<file path="src/rtl/toy_pkg.sv">
// Shared definitions for the toy processor control unit: opcodes, sequencer
// states, ALU operation codes and instruction-length decode.
package toy_pkg;

    localparam logic [3:0] OP_NOP   = 4'h0;
    localparam logic [3:0] OP_LOAD  = 4'h1;
    localparam logic [3:0] OP_STORE = 4'h2;
    localparam logic [3:0] OP_ADD   = 4'h3;
    localparam logic [3:0] OP_SUB   = 4'h4;
    localparam logic [3:0] OP_JMP   = 4'h5;
    localparam logic [3:0] OP_JZ    = 4'h6;
    localparam logic [3:0] OP_OUT   = 4'h7;
    localparam logic [3:0] OP_HALT  = 4'hF;

    typedef enum logic [2:0] {
        ST_FETCH   = 3'd0,
        ST_DECODE  = 3'd1,
        ST_OPFETCH = 3'd2,
        ST_OPLATCH = 3'd3,
        ST_EXEC    = 3'd4,
        ST_WB      = 3'd5
    } state_t;

    localparam logic [1:0] ALU_PASS = 2'b00;
    localparam logic [1:0] ALU_ADD  = 2'b01;
    localparam logic [1:0] ALU_SUB  = 2'b10;

    // Opcodes LOAD..JZ carry an operand-address byte after the opcode byte.
    function automatic logic is_two_byte(input logic [3:0] opcode);
        return (opcode >= OP_LOAD) && (opcode <= OP_JZ);
    endfunction

endpackage

</file>
<file path="src/rtl/toy_pc_reg.sv">
// Program counter: synchronous reset, parallel load (priority) and increment.
module toy_pc_reg #(
    parameter int               ADDR_W   = 8,
    parameter logic [ADDR_W-1:0] RESET_PC = '0
) (
    input  logic              clk,
    input  logic              srst,
    input  logic              load,
    input  logic              inc,
    input  logic [ADDR_W-1:0] load_value,
    output logic [ADDR_W-1:0] pc
);

    logic [ADDR_W-1:0] pc_reg;

    always_ff @(posedge clk) begin
        if (srst) begin
            pc_reg <= RESET_PC;
        end else if (load) begin
            pc_reg <= load_value;
        end else if (inc) begin
            pc_reg <= pc_reg + ADDR_W'(1);
        end
    end

    assign pc = pc_reg;

endmodule

</file>
<file path="src/rtl/toy_control_unit.sv">
// Six-state fetch/decode/execute sequencer for the toy processor; outputs are
// decoded from registered state only, with memory/load strobes gated by RESET.
module toy_control_unit
    import toy_pkg::*;
#(
    parameter int               ADDR_W   = 8,
    parameter int               DATA_W   = 8,
    parameter logic [ADDR_W-1:0] RESET_PC = '0
) (
    input  logic              CLK,
    input  logic              RESET,
    input  logic [DATA_W-1:0] D_IN,
    input  logic              ZERO,
    output logic [ADDR_W-1:0] ADDR,
    output logic              RW,
    output logic              MEM_EN,
    output logic              S0,
    output logic              S1,
    output logic              S2,
    output logic              S3,
    output logic              S4,
    output logic              S5,
    output logic [1:0]        ALU_OP,
    output logic              ACC_LD,
    output logic              OUT_LD,
    output logic              HALTED
);

    state_t            state_reg, state_next;
    logic [3:0]        opcode_reg;
    logic [ADDR_W-1:0] opr_reg;
    logic              halted_reg;
    logic [ADDR_W-1:0] pc;
    logic              pc_load, pc_inc;
    logic [ADDR_W-1:0] addr_next;
    logic              rw_next, mem_en_next, acc_ld_next, out_ld_next;
    logic [1:0]        alu_op_next;
    logic [3:0]        d_op;
    logic [5:0]        strobe;

    // Only the opcode nibble of IR has any meaning to the sequencer.
    assign d_op = D_IN[7:4];

    toy_pc_reg #(
        .ADDR_W   (ADDR_W),
        .RESET_PC (RESET_PC)
    ) u_pc (
        .clk        (CLK),
        .srst       (RESET),
        .load       (pc_load),
        .inc        (pc_inc),
        .load_value (D_IN[ADDR_W-1:0]),
        .pc         (pc)
    );

    always_ff @(posedge CLK) begin
        if (RESET) begin
            state_reg  <= ST_FETCH;
            opcode_reg <= '0;
            opr_reg    <= '0;
            halted_reg <= 1'b0;
        end else begin
            state_reg <= state_next;
            if (state_reg == ST_DECODE) begin
                opcode_reg <= d_op;
            end
            if (state_reg == ST_OPLATCH) begin
                opr_reg <= D_IN[ADDR_W-1:0];
            end
            if (state_reg == ST_WB && opcode_reg == OP_HALT) begin
                halted_reg <= 1'b1;
            end
        end
    end

    always_comb begin
        state_next  = state_reg;
        pc_load     = 1'b0;
        pc_inc      = 1'b0;
        addr_next   = pc;
        rw_next     = 1'b1;
        mem_en_next = 1'b0;
        acc_ld_next = 1'b0;
        out_ld_next = 1'b0;
        alu_op_next = ALU_PASS;
        case (state_reg)
            ST_FETCH: begin
                mem_en_next = 1'b1;
                state_next  = ST_DECODE;
            end
            ST_DECODE: begin
                pc_inc     = 1'b1;
                state_next = is_two_byte(d_op) ? ST_OPFETCH : ST_WB;
            end
            ST_OPFETCH: begin
                mem_en_next = 1'b1;
                state_next  = ST_OPLATCH;
            end
            ST_OPLATCH: begin
                if (opcode_reg == OP_JMP || (opcode_reg == OP_JZ && ZERO)) begin
                    pc_load    = 1'b1;
                    state_next = ST_FETCH;
                end else begin
                    pc_inc     = 1'b1;
                    state_next = (opcode_reg == OP_JZ) ? ST_FETCH : ST_EXEC;
                end
            end
            ST_EXEC: begin
                addr_next   = opr_reg;
                mem_en_next = 1'b1;
                rw_next     = (opcode_reg != OP_STORE);
                state_next  = ST_WB;
            end
            ST_WB: begin
                case (opcode_reg)
                    OP_LOAD: acc_ld_next = 1'b1;
                    OP_ADD: begin
                        acc_ld_next = 1'b1;
                        alu_op_next = ALU_ADD;
                    end
                    OP_SUB: begin
                        acc_ld_next = 1'b1;
                        alu_op_next = ALU_SUB;
                    end
                    OP_OUT:  out_ld_next = 1'b1;
                    default: ;
                endcase
                // HALT parks here; only RESET leaves.
                state_next = (opcode_reg == OP_HALT) ? ST_WB : ST_FETCH;
            end
            default: state_next = ST_FETCH;
        endcase
    end

    for (genvar gi = 0; gi < 6; gi++) begin : g_strobe
        assign strobe[gi] = RESET ? (gi == 0) : (state_reg == 3'(gi));
    end

    assign {S5, S4, S3, S2, S1, S0} = strobe;
    assign ADDR   = RESET ? pc : addr_next;
    assign RW     = RESET | rw_next;
    assign MEM_EN = ~RESET & mem_en_next;
    assign ACC_LD = ~RESET & acc_ld_next;
    assign OUT_LD = ~RESET & out_ld_next;
    assign ALU_OP = RESET ? ALU_PASS : alu_op_next;
    assign HALTED = halted_reg;

endmodule

</file>
<file path="config.mk">
export PLATFORM = sky130hd
export DESIGN_NAME = toy_control_unit
export DESIGN_NICKNAME = d
export VERILOG_FILES = /design/src/rtl/toy_pkg.sv /design/src/rtl/toy_pc_reg.sv /design/src/rtl/toy_control_unit.sv
export SDC_FILE = /design/constraint.sdc
export NUM_CORES = 1
export LEC_CHECK = 0
export BUFFER_PORTS_ARGS = -buffer_cell sky130_fd_sc_hd__buf_2
export CAP_MARGIN = 5
export CORE_ASPECT_RATIO = 0.6
export CORE_MARGIN = 3
export CORE_UTILIZATION = 33
export CTS_BUF_LIST = sky130_fd_sc_hd__clkbuf_16
export DETAILED_ROUTE_END_ITERATION = 16
export PLACE_DENSITY_LB_ADDON = 0.12
export SLEW_MARGIN = 10
export SYNTH_ARGS = -nofsm -noshare
export SYNTH_HDL_FRONTEND = slang
export SYNTH_SLANG_ARGS = --single-unit
</file>
<file path="constraint.sdc">
create_clock -name CLK -period 1.9 [get_ports CLK]
set_clock_uncertainty 0.1 [all_clocks]
set_input_delay 0.285 -clock CLK [delete_from_list [all_inputs] [get_ports CLK]]
set_output_delay 0.285 -clock CLK [all_outputs]
set_load 0.05 [all_outputs]
</file>
## Yosys cells after proc, flatten, opt, wreduce, memory -nomap -nowiden

Cells that the tools add are included.

| word-level totals | value |
|---|---|
| word-level logic and storage cells | 62 |
| flip-flop bits (word level) | 24 |
| output and inout port bits | 21 |

| operators by class | value |
|---|---|
| reductions and logical operators | 8 |
| bitwise operators | 5 |
| mux-type cells | 28 |
| $lt $le $gt $ge | 2 |
| add/subtract/negate cells | 1 |
| eq/ne operators | 13 |

Operators with widths:

| operator | count |
|---|---|
| 8-bit two-way mux | 4 |
| 3-bit one-hot mux with 6 select lines | 1 |
| 4-bit by 3-bit == test with 1-bit output (second input constant) | 4 |
| 1-bit two-way mux | 15 |
| 3-bit two-way mux | 4 |
| 8-bit by 1-bit adder with 8-bit output (second input constant) | 1 |
| 3-bit by 2-bit == test with 1-bit output (second input constant) | 2 |
| 3-bit == test (second input constant) | 2 |
| 3-bit OR reduction | 2 |
| 4-bit by 1-bit == test with 1-bit output (second input constant) | 1 |
| 4-bit by 2-bit == test with 1-bit output (second input constant) | 1 |
| 4-bit == test (second input constant) | 1 |
| 4-bit by 1-bit >= comparator with 1-bit output (second input constant) | 1 |
| 4-bit by 3-bit less-or-equal comparator with 1-bit output (second input constant) | 1 |
| 2-bit two-way mux | 2 |
| 4-bit by 2-bit inequality test with 1-bit output (second input constant) | 1 |
| 2-bit one-hot mux with 2 select lines | 1 |
| 1-bit AND | 3 |
| 3-bit by 1-bit == test with 1-bit output (second input constant) | 1 |
| 1-bit logical AND | 3 |
| 3-bit zero test | 1 |
| 1-bit one-hot mux with 2 select lines | 1 |
| 2-bit nonzero test | 1 |
| 1-bit logical OR | 1 |
| other kinds (2) | 2 |

## Depth between registers and ports, before layout

| logic depth | value |
|---|---|
| depth in word-level cells | 7 |
| depth in mapped cells | 6 |
| depth with buffers taken out | 4 |

## Hierarchy

A second synthesis with hierarchy kept.

| unflattened totals | value |
|---|---|
| cells, all modules | 153 |
| area total of the unflattened synthesis | 1381.3 sq um |

Modules (own cells, without submodules):

| module | times used | area each (sq um) | cells each |
|---|---|---|---|
| toy_control_unit | 1 | 917.1 | 100 |
| toy_pc_reg | 1 | 464.2 | 53 |

## Least setup slack after synthesis

Ideal clock, no wire load.

| timing | value |
|---|---|
| kind | reg2out |
| start point | register state_reg[1] |
| end point | output S2 |
| setup slack | -0.782 ns |
| stages on the path, launching flop included | 3 |
| arrival | 2.297 ns |
| required time | 1.515 ns |
| cells stage by stage | dfxtp_1 > clkbuf_1 > nor4b_1 |

| between the ends | value |
|---|---|
| longest elaborated chain between the ends | 2 |

RTL lines:

| what | line | RTL |
|---|---|---|
| start: declaration | toy_control_unit.sv:29 | `state_t state_reg, state_next;` |
| start signal: assignment | toy_control_unit.sv:63 | `state_reg <= state_next;` |
| 3-bit by 2-bit == test with 1-bit output | toy_control_unit.sv:136 | `assign strobe[gi] = RESET ? (gi == 0) : (state_reg == 3'(gi));` |
| 1-bit two-way mux | toy_control_unit.sv:136 |  |
| end: declaration | toy_control_unit.sv:19 | `output logic S2,` |

No other way between the ends.

## Worst setup path after layout

| timing | value |
|---|---|
| start point | register state_reg[2] |
| end point | output ADDR[5] |

| between the ends | value |
|---|---|
| longest elaborated chain between the ends | 3 |

RTL lines:

| what | line | RTL |
|---|---|---|
| 3-bit == test | toy_control_unit.sv:86 | `case (state_reg)` |
| 8-bit two-way mux | toy_control_unit.sv:86 |  |
| 8-bit two-way mux | toy_control_unit.sv:140 | `assign ADDR = RESET ? pc : addr_next;` |
| end: declaration | toy_control_unit.sv:14 | `output logic [ADDR_W-1:0] ADDR,` |

No other way between the ends.

==> results.cfg <==
[outcome]
outcome = finished, violations left
violations = setup timing

[power_and_ir_drop]
peakVddDrop_mv = 0.441
leakage_nw = 0.770
power_density_mw_per_mm2 = 716

[global_routing]
antenna_found_initial = 0
grt_max_degree = 16
grt_pass1_wl_um = 6510
grt_usage_pct = 16.7
grt-ovfl-total = 0
grt_pass1_vias = 1316

[synthesis]
ys_ff_latch = 24
yosysTopAreaCellShare_pct = 35.6
syn_nets = 182
async_flop_share_pct = 0
yosys-top-cells-area = dfxtp_1, nand2_1, mux2_2
synthFlopType = dfxtp_1
synth-edff-count = 0
synthesis.instances = 170
yosysTopAreaCell = dfxtp_1
syn_area_mm2 = 0.00135
ys_types = 43
synth_warnings = 0
avgSynthCellArea_um2 = 7.93
yosysSeqAreaShare_pct = 35.6

[clock_tree]
clkLatencyLatePin_ns = 0.26
clock_path_buffers = 2
root_buffer = clkbuf_16
post_cts_buffers = 0
cts-resized-gates = 32
cts_made_buffers = 3
htreeDepth = 1
cts_num_sinks = 24
path_clk_slew_ns = 0.06
cts_tree = done
postCtsHoldBufs = 0

[layout]
drive_gt1_share_pct = 36.8
area_delta_synth_final_pct = 41.7
finalNetCount = 222
final_common_cell = nand2_1
fin_cells = 256
antenna_cells = 0
final_cell_mix = nand2_1, dfxtp_1, buf_2

[min_path]
hold_depth = 3
hp-class = in2reg

[sta]
slew_headroom_pct = 69.7
setup_violations = 11
period_needed_ns = 2.00
finalHoldViolations = 0
worstMarginPinSlew_ns = 0.454
setup_ws_ns = -0.0970
rsz0062_at_grt = yes
layout_worst_path_cycle_share_pct = 105
max_freq_mhz = 501
drv_slew = 0
tns_ns = -0.814

[place]
hpwl_um = 3020
port_buffers = 31
globalplace.congestion = 0.787
dp.cells = 252

[routing]
ant_nets = 0
vias = 1407
drcViolationCount = 0
firstDrtPassIters = 4
routed_wl_um = 3910
wl_per_cell_um = 15.3
viasPerCell = 5.50
drt-initial-drc-count = 85

[critical_path]
crit_buf_inv = 2
crit_path_max_fanout = 5
r2r_slack_ns = 0.11
cp_top_family = simple AND/OR/NAND/NOR gates
path_class = reg2out
critPathCaptureType = output pin
cp_slowest_cell = dfxtp_2
cp_num_cells = 5
start_kind = flop
crit_chain = nor2b_4 -> nor3b_4 -> buf_6 -> mux2_4 -> buf_8
crit_arrival_ns = 1.61
required_ns = 1.51
r2r_cells = 5
cpPeakStageDelay_ns = 0.33

[die]
start_util_pct = 35.6
die_h_um = 55.5
dieArea_mm2 = 0.00492
rows = 17
coreArea_mm2 = 0.00379
ios = 32
dieWidth_um = 88.5

[job]
max_cap_violations = 0
## synthesized netlist by cell type (2+ instances only)
library cell  instances
nor2b_1               4
nand2b_1              3
nor4b_1               2
and3b_1               2
nor2_1               11
nand4_1               2
nand2_1              31
buf_2                 3
nand3_1               6
mux2_2                8
and3_1                2
clkbuf_1              5
or4_1                 3
a21oi_1              14
a22oi_1               3
o21ai_0               5
a211oi_1              4
buf_1                 2
a31oi_1               5
dfxtp_1              24
xor2_1                2
nor3_1                8
## cells by family after synthesis
| group | after synthesis | synth area share, % |
|---|---|---|
| AND/OR/NAND/NOR | 82 | 30.7 |
| AO/OA/AOI/OAI | 40 | 19.9 |
| flip-flops | 24 | 35.6 |
| buffers and inverters | 12 | 4.17 |
| multiplexers | 8 | 6.68 |
| XOR/XNOR | 3 | 1.95 |
| adder cells (fa/ha/maj) | 1 | 0.927 |
## through the flow
step | hold slack [ns] | util (%) | setup slack (ns) | power, W | instance area [um^2]
after detailed placement | 0.351 | 45.6 | 0.0854 | 0.000888 | 1730
after global placement | 0.343 | 45.6 | 0.126 | 0.000882 | 1730
after CTS | 0.172 | 50.4 | -0.102 | 0.00137 | 1910
final | 0.172 | 50.5 | -0.0970 | 0.00137 | 1910
after global routing | 0.181 | 50.5 | -0.152 | 0.00143 | 1910
after floorplan | 0.321 | - | -0.141 | 0.000791 | 1450
## area by class of cell
| class | instances | area, um^2 |
|---|---|---|
| Clock buffer | 3 | 75.1 |
| Fill cell | 365 | 1880 |
| Clock inverter | 1 | 3.75 |
| Sequential cell | 24 | 484 |
| Tap cell | 47 | 58.8 |
| Inverter | 1 | 3.75 |
| Timing Repair Buffer | 46 | 359 |
| Multi-Input combinational cell | 134 | 926 |
## final timing paths
kind	start	end
hold reg to reg	opr_reg[1]	opr_reg[1]
setup / recovery	state_reg[2]	ADDR[5]
hold / removal	D_IN[2]	opr_reg[2]
setup reg to reg	state_reg[2]	u_pc.pc[6]
## power breakdown
group	internal, W	switching, W
registers	0.000530	0.0000284
clock network	0.000282	0.000186
logic	0.000132	0.000209
total	0.000944	0.000424
## worst register-to-register path, stage by stage, from the launching register on
cell	delay (ns)
dfxtp_2	0.33
buf_4	0.16
and3b_1	0.27
o211a_4	0.20
or4_1	0.48
a31oi_1	0.17
## per-layer routing
layer	part of all wire, %	GRT usage [%]	wire (um)	vias up
met5	0	0	0	-
met1	48	25.2	1880	663
met4	0.18	2.16	7	0
met3	8.5	5.96	333	2
met2	43	23.3	1680	50
li1	-	-	-	692
Power figures use the tool's default switching activity.
